## src/rtl/pipeline_hazard_ctrl_pkg.sv

```systemverilog
`default_nettype none
// +----------------------------------------------------------------------+
// | pipeline_hazard_ctrl_pkg: shared state encoding and helpers           |
// | Revision: 1.0                                                         |
// +----------------------------------------------------------------------+
package pipeline_hazard_ctrl_pkg;

  typedef enum logic [1:0] {
    STATE_RUN      = 2'd0,
    STATE_WAIT_FIX = 2'd1,
    STATE_WAIT_IO  = 2'd2
  } state_e;

  localparam int DEF_MEM_LAT    = 1;
  localparam int DEF_IO_TIMEOUT = 255;
  localparam int DEF_CNT_W      = 8;

  function automatic logic [31:0] sat_inc32(input logic [31:0] v);
    return (v == 32'hFFFF_FFFF) ? v : v + 32'd1;
  endfunction

endpackage
`default_nettype wire

```

## src/rtl/pipeline_hazard_ctrl_load_use_detect.sv

```systemverilog
`default_nettype none
// +----------------------------------------------------------------------+
// | pipeline_hazard_ctrl_load_use_detect: load in EX feeding ID operand   |
// | Revision: 1.0                                                         |
// +----------------------------------------------------------------------+
module pipeline_hazard_ctrl_load_use_detect (
  input  logic       ex_mem_read_i,
  input  logic [4:0] ex_rd_i,
  input  logic [4:0] id_rs1_i,
  input  logic [4:0] id_rs2_i,
  input  logic       id_uses_rs1_i,
  input  logic       id_uses_rs2_i,
  output logic       hit_o
);

  // x0 is hardwired to zero, so a load targeting it never creates a dependency
  assign hit_o = ex_mem_read_i && (ex_rd_i != 5'd0) &&
                 ((id_uses_rs1_i && (id_rs1_i == ex_rd_i)) ||
                  (id_uses_rs2_i && (id_rs2_i == ex_rd_i)));

endmodule
`default_nettype wire

```

## src/rtl/pipeline_hazard_ctrl.sv

```systemverilog
`default_nettype none
// +----------------------------------------------------------------------+
// | pipeline_hazard_ctrl: stall/flush sequencer for the 5-stage pipeline  |
// | Revision: 1.0                                                         |
// +----------------------------------------------------------------------+
module pipeline_hazard_ctrl
  import pipeline_hazard_ctrl_pkg::*;
#(
  parameter int MEM_LAT    = DEF_MEM_LAT,
  parameter int IO_TIMEOUT = DEF_IO_TIMEOUT,
  parameter int CNT_W      = DEF_CNT_W
) (
  input  logic        clk,
  input  logic        rst,
  input  logic [4:0]  id_rs1_i,
  input  logic [4:0]  id_rs2_i,
  input  logic        id_uses_rs1_i,
  input  logic        id_uses_rs2_i,
  input  logic [4:0]  ex_rd_i,
  input  logic        ex_mem_read_i,
  input  logic        ex_branch_taken_i,
  input  logic        mem_req_i,
  input  logic        mem_is_mmio_i,
  input  logic        mem_ack_i,
  output logic        pc_stall_o,
  output logic        if_id_stall_o,
  output logic        if_id_flush_o,
  output logic        id_ex_stall_o,
  output logic        id_ex_flush_o,
  output logic        ex_mem_stall_o,
  output logic        mem_wb_flush_o,
  output logic        timeout_err_o,
  output logic        err_sticky_o,
  output logic [31:0] stall_cycles_o
);

  localparam logic [CNT_W-1:0] c_lat_m1  = (MEM_LAT > 0) ? CNT_W'(MEM_LAT - 1) : '0;
  localparam logic [CNT_W-1:0] c_timeout = CNT_W'(IO_TIMEOUT);
  localparam logic [CNT_W-1:0] c_one     = CNT_W'(1);

  state_e             state_q, state_d;
  logic [CNT_W-1:0]   cnt_q, cnt_d;
  logic               err_sticky_q;
  logic [31:0]        stall_cycles_q;

  logic w_memstall_raw, w_timeout_raw;
  logic w_memstall, w_timeout, w_lu_hit, w_branch, w_lu;

  pipeline_hazard_ctrl_load_use_detect u_lu (
    .ex_mem_read_i (ex_mem_read_i),
    .ex_rd_i       (ex_rd_i),
    .id_rs1_i      (id_rs1_i),
    .id_rs2_i      (id_rs2_i),
    .id_uses_rs1_i (id_uses_rs1_i),
    .id_uses_rs2_i (id_uses_rs2_i),
    .hit_o         (w_lu_hit)
  );

  always_comb begin
    w_memstall_raw = 1'b0;
    w_timeout_raw  = 1'b0;
    state_d        = state_q;
    cnt_d          = cnt_q;
    case (state_q)
      STATE_RUN: begin
        if (mem_req_i) begin
          if (!mem_is_mmio_i) begin
            if (MEM_LAT != 0) begin
              w_memstall_raw = 1'b1;
              state_d        = STATE_WAIT_FIX;
              cnt_d          = c_lat_m1;
            end
          end else if (!mem_ack_i) begin
            w_memstall_raw = 1'b1;
            state_d        = STATE_WAIT_IO;
            cnt_d          = c_one;
          end
        end
      end
      STATE_WAIT_FIX: begin
        // the release cycle returns to RUN without looking at mem_req again
        if (cnt_q != '0) begin
          w_memstall_raw = 1'b1;
          cnt_d          = cnt_q - c_one;
        end else begin
          state_d = STATE_RUN;
        end
      end
      STATE_WAIT_IO: begin
        if (mem_ack_i) begin
          state_d = STATE_RUN;
        end else if (cnt_q == c_timeout) begin
          w_timeout_raw = 1'b1;
          state_d       = STATE_RUN;
        end else begin
          w_memstall_raw = 1'b1;
          cnt_d          = cnt_q + c_one;
        end
      end
      default: state_d = STATE_RUN;
    endcase
  end

  assign w_memstall = w_memstall_raw & ~rst;
  assign w_timeout  = w_timeout_raw & ~rst;
  assign w_branch   = ex_branch_taken_i & ~w_memstall & ~rst;
  assign w_lu       = w_lu_hit & ~ex_branch_taken_i & ~w_memstall & ~rst;

  assign pc_stall_o     = w_memstall | w_lu;
  assign if_id_stall_o  = w_memstall | w_lu;
  assign if_id_flush_o  = w_branch;
  assign id_ex_stall_o  = w_memstall;
  assign id_ex_flush_o  = w_branch | w_lu;
  assign ex_mem_stall_o = w_memstall;
  assign mem_wb_flush_o = w_memstall;
  assign timeout_err_o  = w_timeout;
  assign err_sticky_o   = err_sticky_q;
  assign stall_cycles_o = stall_cycles_q;

  always_ff @(posedge clk) begin
    if (rst) begin
      state_q        <= STATE_RUN;
      cnt_q          <= '0;
      err_sticky_q   <= 1'b0;
      stall_cycles_q <= 32'd0;
    end else begin
      state_q <= state_d;
      cnt_q   <= cnt_d;
      if (w_timeout) err_sticky_q <= 1'b1;
      if (w_memstall) stall_cycles_q <= sat_inc32(stall_cycles_q);
    end
  end

endmodule
`default_nettype wire
```

## config.mk

```make
export PLATFORM = sky130hd
export DESIGN_NAME = pipeline_hazard_ctrl
export DESIGN_NICKNAME = d
export VERILOG_FILES = /design/src/rtl/pipeline_hazard_ctrl_pkg.sv /design/src/rtl/pipeline_hazard_ctrl_load_use_detect.sv /design/src/rtl/pipeline_hazard_ctrl.sv
export SDC_FILE = /design/constraint.sdc
export NUM_CORES = 1
export LEC_CHECK = 0
export ABC_AREA = 1
export CORE_AREA = 2 2 102 104
export DETAILED_ROUTE_END_ITERATION = 8
export DIE_AREA = 0 0 104 106
export PLACE_DENSITY = 0.59
export SLEW_MARGIN = 20
export SYNTH_ARGS = -nofsm -noshare
export SYNTH_HDL_FRONTEND = slang
export SYNTH_SLANG_ARGS = --single-unit
export TNS_END_PERCENT = 1
```

## constraint.sdc

```tcl
create_clock -name clk -period 2.66 [get_ports clk]
set_input_delay 0.399 -clock clk [delete_from_list [all_inputs] [get_ports clk]]
set_output_delay 0.399 -clock clk [all_outputs]
set_load 0.05 [all_outputs]
```

### After elaboration in Yosys (flattened, before gate mapping)

Cells that the tools add are included.

| storage, ports and cells | value |
|---|---|
| input bits | 24 |
| output and inout bits | 41 |
| word-level logic and storage cells | 69 |
| bits in registers | 43 |

| cells by class | value |
|---|---|
| reduce and logical (&&, ||, !) cells | 12 |
| multiplexer cells | 24 |
| add/sub/neg operators | 3 |
| eq/ne operators | 13 |
| bitwise operators | 13 |

Operators with widths:

| kind | count |
|---|---|
| two-way mux 8 bit | 6 |
| adder 32 x 1 -> 32 bit (second input constant) | 1 |
| equality test 32 bit (second input constant) | 1 |
| one-hot mux 8 bit (3 select lines) | 1 |
| two-way mux 2 bit | 6 |
| equality test 5 bit | 2 |
| inequality test 2 bit (second input constant) | 5 |
| two-way mux 1 bit | 9 |
| adder 8 x 1 -> 8 bit (second input constant) | 1 |
| equality test 8 bit (second input constant) | 1 |
| nonzero test 8 bit | 1 |
| subtractor 8 x 1 -> 8 bit (second input constant) | 1 |
| AND 1 bit | 7 |
| inequality test 3 bit (second input constant) | 2 |
| one-hot mux 2 bit (3 select lines) | 1 |
| AND reduction 6 bit | 1 |
| nonzero test 5 bit | 1 |
| logical AND 1 bit | 4 |
| inverter 1 bit | 4 |
| AND reduction 4 bit | 1 |
| one-hot mux 1 bit (3 select lines) | 1 |
| nonzero test 3 bit | 1 |
| equality test 2 x 1 -> 1 bit (second input constant) | 1 |
| equality test 2 bit (second input constant) | 1 |
| other kinds (4) | 5 |

### Depth between registers and ports, before layout

Gate-level depths: netlist of the first run.

| logic depth | value |
|---|---|
| depth after elaboration | 9 |
| gate-level depth with buffers | 12 |
| depth with buffers taken out | 11 |

### By module

Synthesis of the first run repeated with hierarchy kept, for this count alone.

| unflattened totals | value |
|---|---|
| cell total of the unflattened synthesis | 553 |
| area, all modules | 3413.3 sq um |

Modules (own cells, without submodules):

| module | area each (sq um) | times used | cells an instance | seq. area each (sq um) |
|---|---|---|---|---|
| pipeline_hazard_ctrl | 3196.8 | 1 | 499 | 860.8 |
| pipeline_hazard_ctrl_load_use_detect | 216.5 | 1 | 54 | 0.0 |

### Worst setup path before layout of the first run

No wires, ideal clock.

| timing | value |
|---|---|
| kind | register to output |
| from | register state_q[0] |
| to | output port id_ex_flush_o |
| data arrival time | 2.411 ns |
| stages on the path, launching flop included | 10 |
| required time | 2.261 ns |
| buffers on the path | 0 |
| path slack | -0.150 ns |
| cell sequence | dfxtp_1 -> inv_1 -> ha_1 -> inv_2 -> nor2_1 -> nand2_1 -> nand3_2 -> nand2_1 -> inv_1 -> o21ai_1 |

| on the way | value |
|---|---|
| cells in the longest elaborated chain, start to end | 7 |
| elaborated cells on any way between the ends | 11 |
| those cells by class | eq/ne (2); mux (1); bitwise (7); reduce/logical (1) |

Ends and longest elaborated chain:

| item | line | RTL |
|---|---|---|
| start: declaration | pipeline_hazard_ctrl.sv:41 | `state_e state_q, state_d;` |
| start signal: assignment | pipeline_hazard_ctrl.sv:127 | `state_q <= state_d;` |
| equality test 2 bit (tied with other cells) | pipeline_hazard_ctrl.sv:64 | `case (state_q)` |
| one-hot mux 1 bit (3 select lines) (*) | pipeline_hazard_ctrl.sv:64 |  |
| AND 1 bit (*) | pipeline_hazard_ctrl.sv:104 | `assign w_memstall = w_memstall_raw & ~rst;` |
| net ex_mem_stall_o | pipeline_hazard_ctrl.sv:30 | `output logic ex_mem_stall_o,` |
| inverter 1 bit (*) | pipeline_hazard_ctrl.sv:106, pipeline_hazard_ctrl.sv:107 |  |
| AND 1 bit, on equally long branches (2 in a row) | pipeline_hazard_ctrl.sv:106, pipeline_hazard_ctrl.sv:107 |  |
| OR 1 bit (*) | pipeline_hazard_ctrl.sv:113 | `assign id_ex_flush_o = w_branch \| w_lu;` |
| end: declaration | pipeline_hazard_ctrl.sv:29 | `output logic id_ex_flush_o,` |

Mark *: on every way through the listed nets, which the timed path passes. The rest lies on a longest branch.

### Final worst setup path of the first run

| timing | value |
|---|---|
| from | register state_q[0] |
| to | output port id_ex_flush_o |

| on the way | value |
|---|---|
| cells in the longest elaborated chain, start to end | 7 |
| elaborated cells on any way between the ends | 11 |
| those cells by class | eq/ne (2); mux (1); bitwise (7); reduce/logical (1) |

Ends and longest elaborated chain:

| item | line |
|---|---|
| equality test 2 bit (tied with other cells) | pipeline_hazard_ctrl.sv:64 |
| one-hot mux 1 bit (3 select lines) (*) | pipeline_hazard_ctrl.sv:64 |
| AND 1 bit (*) | pipeline_hazard_ctrl.sv:104 |
| inverter 1 bit (*) | pipeline_hazard_ctrl.sv:106, pipeline_hazard_ctrl.sv:107 |
| AND 1 bit, on equally long branches (2 in a row) | pipeline_hazard_ctrl.sv:106, pipeline_hazard_ctrl.sv:107 |
| OR 1 bit (*) | pipeline_hazard_ctrl.sv:113 |

Mark *: on every way between the ends. The rest lies on a longest branch, timed or not.

==> flow_summary.yaml, run 1 <==
run_status:
  outcome: "complete, no violations"
finish:
  nNetsFinal: 618
  area_growth_syn_to_layout_pct: 30.44
  n_antenna_cell: 0
  mostFrequentLayoutCell: "nand2_1"
  mostFrequentLayoutCells: "195 x nand2_1, 76 x nor2_1, 56 x clkdlybuf4s50_1"
  drive_gt1_frac: 0.06175
  layout.cells.non_filler: 719
timing:
  slew_violations: 0
  finalSetupTns_ns: 0
  skew_ns: 0.01775
  timing.final.crit_period_ns: 2.451
  post-route-period-util: 0.9213
  setup_viol: 0
  worst_pin_slew_ns: 0.9143
  slew_headroom: 0.3898
  fmax_mhz: 408.0
  post-route-worst-setup-slack_ns: 0.2093
  final-hold-violation-count: 0
  grt_setup_unrepaired: "true"
place:
  routabilityCongestion: 0.8403
  portBuffers: 64
  dpl.hpwl_mm: 6.852
  placed_cells: 711
  dp_slack_ns: 0.1559
clock_network:
  path_clk_slew_ns: 0.08
  cts_setup_buffers: 0
  ctsHoldBuffers: 0
  htreeDepth: 2
  ctsRootBufferMaster: "clkbuf_8"
  cts_tree: "built"
  clock_sinks: 43
  cts_buffer_depth: 2
  numCtsBuffers: 5
  clk_latency_ns: 0.30
die:
  core_region_area_mm2: 0.01000
  start_util: 0.3132
  io_pins: 65
  die_h_um: 106
  dieWidth_um: 104
  dieArea_mm2: 0.01102
  fp-row-count: 37
worst_setup_path:
  crit_top_cell: "inv_1"
  rrSetupSlack_ns: 0.30
  arrival_ns: 2.05
  cp_slowest_cell: "dfxtp_1"
  cp-startpoint: "state_q[0]$_SDFFE_PP0P_"
  startpoint_type: "flip-flop"
  cpPeakStageDelay_ns: 0.39
  required_ns: 2.26
  end_kind: "output pin"
  path_max_fanout: 9
  worstSetupPathType: "reg2out"
  r2r_start: "state_q[0]$_SDFFE_PP0P_"
  worstPathCellList: "inv_1 -> ha_1 -> inv_4 -> nor2_1 -> nand2_1 -> nand3_2 -> nand2_2 -> inv_1 -> o21ai_2 -> buf_12"
power:
  p_clk_frac: 0.221
  power_uw: 1885
  switching_power_uw: 724.7
  p_int_uw: 1160
  sw_frac_of_total: 0.3846
  powerDensity_mw_per_mm2: 461.3
  p_leak_uw: 0.001560
  ir_drop_mv: 0.3230
  pwr-share-comb: 0.402
  pwr-share-seq: 0.377
synth:
  syn_inst: 516
  seq_area_frac_synth: 0.2749
  yosys_warnings: 0
  synth_seq_cells: 43
  synth_area_mm2: 0.003132
  synth.distinct_cells: 32
  avgSynthCellArea_um2: 6.069
  syn-num-nets: 552
detailed_routing:
  drtIter0Drc: 113
  viasPerCell: 4.771
  num_vias: 3430
  dr.pass1.iters: 5
  drtAntennaViolNets: 0
  routed_wire_length_per_instance_um: 12.12
  drc: 0
  wl_mm: 8.713
grt:
  grt_pass1_wl_mm: 14.68
  grt_overflow: 0
  grt_pass1_vias: 3127
  grt_start_max_net_pins: 30
  grt_use_total: 0.1598
  antenna_found_initial: 0
flow_run:
  cap_viol_max_count: 0
worst_hold_path:
  hold_path_class: "reg2reg"
  hold_path_startpoint: "err_sticky_o$_SDFFE_PP0P_"
per-stage QoR:
step	instance area (um^2)	hold WS [ns]	util
2_1_floorplan	3136	0.4730	-
3_3_place_gp	3995	0.4350	0.3995
3_5_place_dp	3995	0.4473	0.3995
4_1_cts	4080	0.4692	0.4080
5_1_grt	4085	0.4848	0.4085
6_report	4085	0.4631	0.4085
timing repair:
action                                 CTS  global route
setup endpoints to repair                0            27
resized for setup                        0             2
endpoints found under the hold margin    0             0
registers in the layout, indices dropped and copies added, names as in the netlist:
signal / flops
stall_cycles_o: 32
err_sticky_o: 1
cnt_q: 8
state_q: 2
kinds of logic (layout without fill, tap and decap cells):
family | Yosys count | count (layout) | share of synthesized area
xor+xnor | 19 | 19 | 0.05314
buf+inv | 50 | 117 | 0.07231
simple gates | 333 | 333 | 0.4519
compound gates | 59 | 59 | 0.09748
flops | 43 | 43 | 0.2749
fa+ha+maj | 12 | 12 | 0.05034
cell usage after synthesis:
master | number | area share
a21boi_0 | 1 | 0.0024
a21o_1 | 2 | 0.0048
a21oi_1 | 46 | 0.074
and2_1 | 1 | 0.0020
buf_2 | 1 | 0.0016
buf_4 | 4 | 0.0096
buf_6 | 3 | 0.011
clkbuf_1 | 4 | 0.0048
dfxtp_1 | 43 | 0.27
fa_1 | 1 | 0.0064
ha_1 | 11 | 0.044
inv_1 | 36 | 0.043
inv_2 | 2 | 0.0024
nand2_1 | 196 | 0.23
nand2_2 | 2 | 0.0040
nand3_1 | 22 | 0.035
nand3_2 | 2 | 0.0064
nand3_4 | 1 | 0.0056
nand3b_1 | 11 | 0.026
nand4_1 | 12 | 0.024
nor2_1 | 76 | 0.091
nor2_2 | 1 | 0.0020
nor2_4 | 2 | 0.0072
nor3_1 | 3 | 0.0048
nor3b_1 | 1 | 0.0024
nor4_1 | 1 | 0.0020
o21ai_0 | 7 | 0.011
o21ai_1 | 2 | 0.0032
o31ai_1 | 1 | 0.0024
or2_2 | 2 | 0.0040
xnor2_1 | 7 | 0.020
xor2_1 | 12 | 0.034
area by class of cell:
| cell class | count | area, um^2 |
|---|---|---|
| sequential | 43 | 860.8 |
| fill | 1096 | 5914 |
| clock inverter | 2 | 12.51 |
| timing repair buffer | 71 | 773.2 |
| multi-input combinational | 423 | 2051 |
| tap | 136 | 170.2 |
| clock buffer | 6 | 72.57 |
| inverter | 38 | 145.1 |
worst max-delay path, delay by kind of cell, from the launching register on:
family	cells	cell delay, ns
buffers and inverters	4	0.46
adder cells (fa/ha/maj)	1	0.29
AND/OR/NAND/NOR	4	0.40
AO/OA/AOI/OAI	1	0.20
flip-flops	1	0.39
power by group through the flow:
stage          Sequential [uW]  Combinational (uW)  Clock, uW
3_5_place_dp               726                 761          0
5_1_grt                    719                 865        472
2_1_floorplan              729                 526          0
3_3_place_gp               725                 751          0
6_report                   710                 758        416
4_1_cts                    711                 766        436
worst paths after layout:
path	end	cells after the start
max	id_ex_flush_o	10
min	err_sticky_o$_SDFFE_PP0P_	1
min reg2reg	err_sticky_o$_SDFFE_PP0P_	1
max reg2reg	stall_cycles_o[18]$_SDFFE_PP0P_	10
layer usage:
layer	global-route usage	up-vias	wire (um)
li1	-	1785	-
met5	0	-	0
met2	0.2895	70	4392
met4	0.04151	0	112
met3	0.02882	8	350
met1	0.1948	1567	3858
(Power assumes the default switching activity.)
==> run 2: changes to the inputs <==
REMOVE_ABC_BUFFERS = 1   (was not set)
==> flow_summary.yaml, run 2 (synthesized netlist as in run 1, its figures left out) <==
timing:
  post-route-period-util: 0.9206
  worst_pin_slew_ns: 0.5100
  final-hold-violation-count: 0
  skew_ns: 0.01304
  fmax_mhz: 408.4
  setup_viol: 0
  timing.final.crit_period_ns: 2.449
  post-route-worst-setup-slack_ns: 0.2113
  slew_violations: 0
  slew_headroom: 0.6587
  grt_setup_unrepaired: "false"
  hold-worst-slack_ns: 0.4620
place:
  routabilityCongestion: 0.8668
  placed_cells: 713
  portBuffers: 64
  dp_slack_ns: 0.3572
  dpl.hpwl_mm: 6.679
clock_network:
  clk_latency_ns: 0.30
  htreeDepth: 2
  ctsRootBufferMaster: "clkbuf_8"
  cts_setup_buffers: 0
  path_clk_slew_ns: 0.09
  ctsHoldBuffers: 0
  clock_sinks: 43
  numCtsBuffers: 5
  cts_tree: "built"
  cts_buffer_depth: 2
die:
  io_pins: 65
  dieArea_mm2: 0.01102
  dieWidth_um: 104
  start_util: 0.3132
  fp-row-count: 37
  die_h_um: 106
  core_region_area_mm2: 0.01000
grt:
  grt_pass1_vias: 3159
  grt_pass1_wl_mm: 14.54
  grt_use_total: 0.1586
  antenna_found_initial: 0
  grt_overflow: 0
  grt_start_max_net_pins: 29
detailed_routing:
  drtAntennaViolNets: 0
  dr.pass1.iters: 4
  viasPerCell: 4.717
  wl_mm: 8.541
  drtIter0Drc: 135
  drt-met1-wl_mm: 3.857
  num_vias: 3401
  drc: 0
  wl_met3_um: 338
  highest_layer: "met4"
  route.met2.wl_mm: 4.240
  routed_wire_length_per_instance_um: 11.85
finish:
  drive_gt1_frac: 0.06496
  multi_input_area_mm2: 0.002047
  n_fill_cell: 1081
  largest_register_ffs: 32
  layout.cells.non_filler: 721
  regArea_um2: 860.8
  mostFrequentLayoutCells: "195 x nand2_1, 76 x nor2_1, 56 x clkdlybuf4s50_1"
  mostFrequentLayoutCell: "nand2_1"
  nNetsFinal: 620
  n_antenna_cell: 0
  area_growth_syn_to_layout_pct: 31.40
worst_hold_path:
  hold_path_class: "reg2reg"
power:
  powerDensity_mw_per_mm2: 475.7
  p_leak_uw: 0.001577
  p_int_uw: 1216
  sw_frac_of_total: 0.3785
  pwr-share-comb: 0.392
  ir_drop_mv: 0.2062
  p_clk_frac: 0.245
  pwr-share-seq: 0.363
  switching_power_uw: 740.9
worst_setup_path:
  worstSetupPathType: "reg2out"
  path_max_fanout: 9
  startpoint_type: "flip-flop"
  end_kind: "output pin"
  arrival_ns: 2.05
  required_ns: 2.26
run_status:
  outcome: "complete, no violations"
flow_run:
  cap_viol_max_count: 0
[run 2: cell count changes in the layout (fill, tap and decap cells not counted), sizes merged]
cell,before,now
clkbuf,6,7
clkinv,1,0
buf,15,17
[run 2: stage by stage]
stage	TNS [ns]	utilization	power (uW)	cell area [um^2]
4_1_cts	0	0.4110	1979	4110
3_5_place_dp	0	0.4007	1494	4006
2_1_floorplan	-0.7232	-	1218	3048
3_3_place_gp	0	0.4007	1483	4006
6_report	0	0.4115	1957	4115
5_1_grt	0	0.4115	2105	4115
[run 2: critical path, stage by stage (launching register included)]
cell     delay, ns
dfxtp_1       0.38
inv_1         0.08
ha_1          0.29
inv_4         0.14
nor2_1        0.06
nand2_1       0.09
nand3_2       0.09
nand2_2       0.14
inv_1         0.07
o21ai_1       0.22
buf_12        0.17
[run 2: repair_timing]
item,in CTS,in global routing
resized for setup,0,2
endpoints found under the setup margin,0,6
endpoints found under the hold margin,0,0
[run 2: power groups by stage]
| stage | Clock, uW | Sequential [uW] | Combinational [uW] |
|---|---|---|---|
| after global routing | 524 | 718 | 864 |
| after detailed placement | 0 | 727 | 767 |
| after global placement | 0 | 725 | 758 |
| after floorplan | 0 | 729 | 489 |
| final | 479 | 711 | 767 |
| after CTS | 498 | 711 | 769 |
[run 2: worst paths after layout]
check                                      start                               to  slack [ns]  cells after the start
setup / recovery         state_q[0]$_SDFFE_PP0P_                    id_ex_flush_o        0.21                     10
setup reg to reg  stall_cycles_o[0]$_SDFFE_PP0P_  stall_cycles_o[12]$_SDFFE_PP0P_        0.46                      9
hold reg to reg        err_sticky_o$_SDFFE_PP0P_        err_sticky_o$_SDFFE_PP0P_        0.46                      1
hold / removal         err_sticky_o$_SDFFE_PP0P_        err_sticky_o$_SDFFE_PP0P_        0.46                      1
[run 2: layout make-up]
cell class,count,area share
Clock buffer,7,0.02341
Inverter,38,0.03527
Multi-Input combinational cell,423,0.4974
Timing Repair Buffer,73,0.1915
Tap cell,136,0.04135
Sequential cell,43,0.2092
Clock inverter,1,0.001824
[run 2: per-layer routing]
layer,vias to the layer above,GRT usage
li1,1790,-
met1,1537,0.1986
met2,67,0.2867
met3,7,0.02514
met4,0,0.03475
met5,-,0
==> run 3: changes to the inputs <==
SETUP_SLACK_MARGIN = 0.15   (was not set)
clock period = 2.9 ns   (was 2.66 ns; I/O delays follow)
==> flow_summary.yaml, run 3 (synthesized netlist as in run 1, its figures left out) <==
run_status:
  outcome: "complete, no violations"
die:
  io_pins: 65
  dieWidth_um: 104
  dieArea_mm2: 0.01102
  start_util: 0.3132
  fp-row-count: 37
  die_h_um: 106
  core_region_area_mm2: 0.01000
grt:
  grt_use_total: 0.1578
  grt_pass1_vias: 3067
  antenna_found_initial: 0
  grt_start_max_net_pins: 36
  grt_overflow: 0
  grt_pass1_wl_mm: 14.56
place:
  dp_slack_ns: 0.3462
  dpl.hpwl_mm: 6.763
  placed_area_mm2: 0.003969
  portBuffers: 64
  placed_cells: 708
  routabilityCongestion: 0.8736
power:
  pwr-share-seq: 0.340
  powerDensity_mw_per_mm2: 464.8
  pwr-share-comb: 0.362
  switching_power_uw: 686.0
  p_clk_frac: 0.297
  p_int_uw: 1232
  sw_frac_of_total: 0.3576
  p_leak_uw: 0.001575
  ir_drop_mv: 0.2254
  power_uw: 1918
finish:
  largest_register_ffs: 32
  area_growth_syn_to_layout_pct: 31.76
  layout.cells.non_filler: 716
  stdcell_area_mm2: 0.004126
  drive_gt1_frac: 0.05862
  nNetsFinal: 615
  mostFrequentLayoutCells: "195 x nand2_1, 76 x nor2_1, 56 x clkdlybuf4s50_1"
  mostFrequentLayoutCell: "nand2_1"
  n_antenna_cell: 0
timing:
  slew_headroom: 0.5910
  final-hold-violation-count: 0
  fmax_mhz: 397.4
  setup_viol: 0
  post-route-period-util: 0.8678
  worst_pin_slew_ns: 0.6079
  slew_violations: 0
  skew_ns: 0.004561
  post-route-worst-setup-slack_ns: 0.3834
  grt_setup_unrepaired: "false"
  timing.final.crit_period_ns: 2.517
worst_setup_path:
  worstSetupPathType: "reg2out"
  rrSetupSlack_ns: 0.60
  end_kind: "output pin"
  required_ns: 2.47
  path_max_fanout: 9
  startpoint_type: "flip-flop"
  arrival_ns: 2.08
  worstRegToRegCells: 10
detailed_routing:
  drc: 0
  routed_wire_length_per_instance_um: 12.16
  drtAntennaViolNets: 0
  wl_mm: 8.703
  num_vias: 3378
  viasPerCell: 4.718
  drtIter0Drc: 169
  dr.pass1.iters: 7
clock_network:
  ctsRootBufferMaster: "clkbuf_8"
  clk_latency_ns: 0.30
  numCtsBuffers: 5
  cts_buffer_depth: 2
  ctsHoldBuffers: 0
  clock_sinks: 43
  path_clk_slew_ns: 0.09
  cts_tree: "built"
  htreeDepth: 2
worst_hold_path:
  hold_path_class: "reg2reg"
  hold_depth: 1
flow_run:
  cap_viol_max_count: 0
-- run 3: power groups by stage --
stage | registers [uW] | logic (uW) | clock network [uW]
final | 653 | 695 | 570
after CTS | 653 | 690 | 585
after global routing | 659 | 779 | 609
after global placement | 666 | 676 | 0
after floorplan | 668 | 449 | 0
after detailed placement | 667 | 687 | 0
-- run 3: metal layers --
| metal | global-route usage | wire length [um] |
|---|---|---|
| met2 | 0.2805 | 4232 |
| met5 | 0 | 0 |
| met1 | 0.1926 | 3855 |
| met3 | 0.03311 | 454 |
| met4 | 0.04440 | 161 |
-- run 3: metrics by stage --
stage | hold WS, ns | TNS, ns | util
floorplan | 0.4670 | -0.4172 | -
global placement | 0.4391 | 0 | 0.3969
detailed placement | 0.4402 | 0 | 0.3969
CTS | 0.4626 | 0 | 0.4108
global route | 0.4767 | 0 | 0.4127
finish | 0.4581 | 0 | 0.4127
-- run 3: final cells by class --
cell class / instances / area, um^2
inverters: 38 / 145.1
well taps: 136 / 170.2
multi-input cells: 423 / 2063
clock buffers: 5 / 68.82
fillers: 1097 / 5873
repair buffers: 68 / 750.7
clock inverters: 3 / 67.56
flip-flops and latches: 43 / 860.8
-- run 3: repair_timing --
item | in CTS | in global routing
pin swaps | 0 | 0
buffers inserted | 0 | 0
endpoints found under the setup margin | 1 | 7
endpoints found under the hold margin | 0 | 0
resized for setup | 1 | 4
gates cloned | 0 | 0
-- run 3: path summary, 6_finish.rpt --
kind                             startpoint                         to
hold reg to reg   err_sticky_o$_SDFFE_PP0P_  err_sticky_o$_SDFFE_PP0P_
hold / removal    err_sticky_o$_SDFFE_PP0P_  err_sticky_o$_SDFFE_PP0P_
setup reg to reg    state_q[0]$_SDFFE_PP0P_      cnt_q[7]$_SDFFE_PP0P_
setup / recovery    state_q[0]$_SDFFE_PP0P_              id_ex_flush_o
-- run 3: critical path, stage by stage, from the launching register on --
cell     delay (ns)
dfxtp_1        0.39
inv_1          0.08
ha_1           0.29
inv_4          0.13
nor2_1         0.06
nand2_1        0.12
nand3_4        0.16
nand2_4        0.15
inv_1          0.07
o21ai_2        0.18
buf_12         0.16
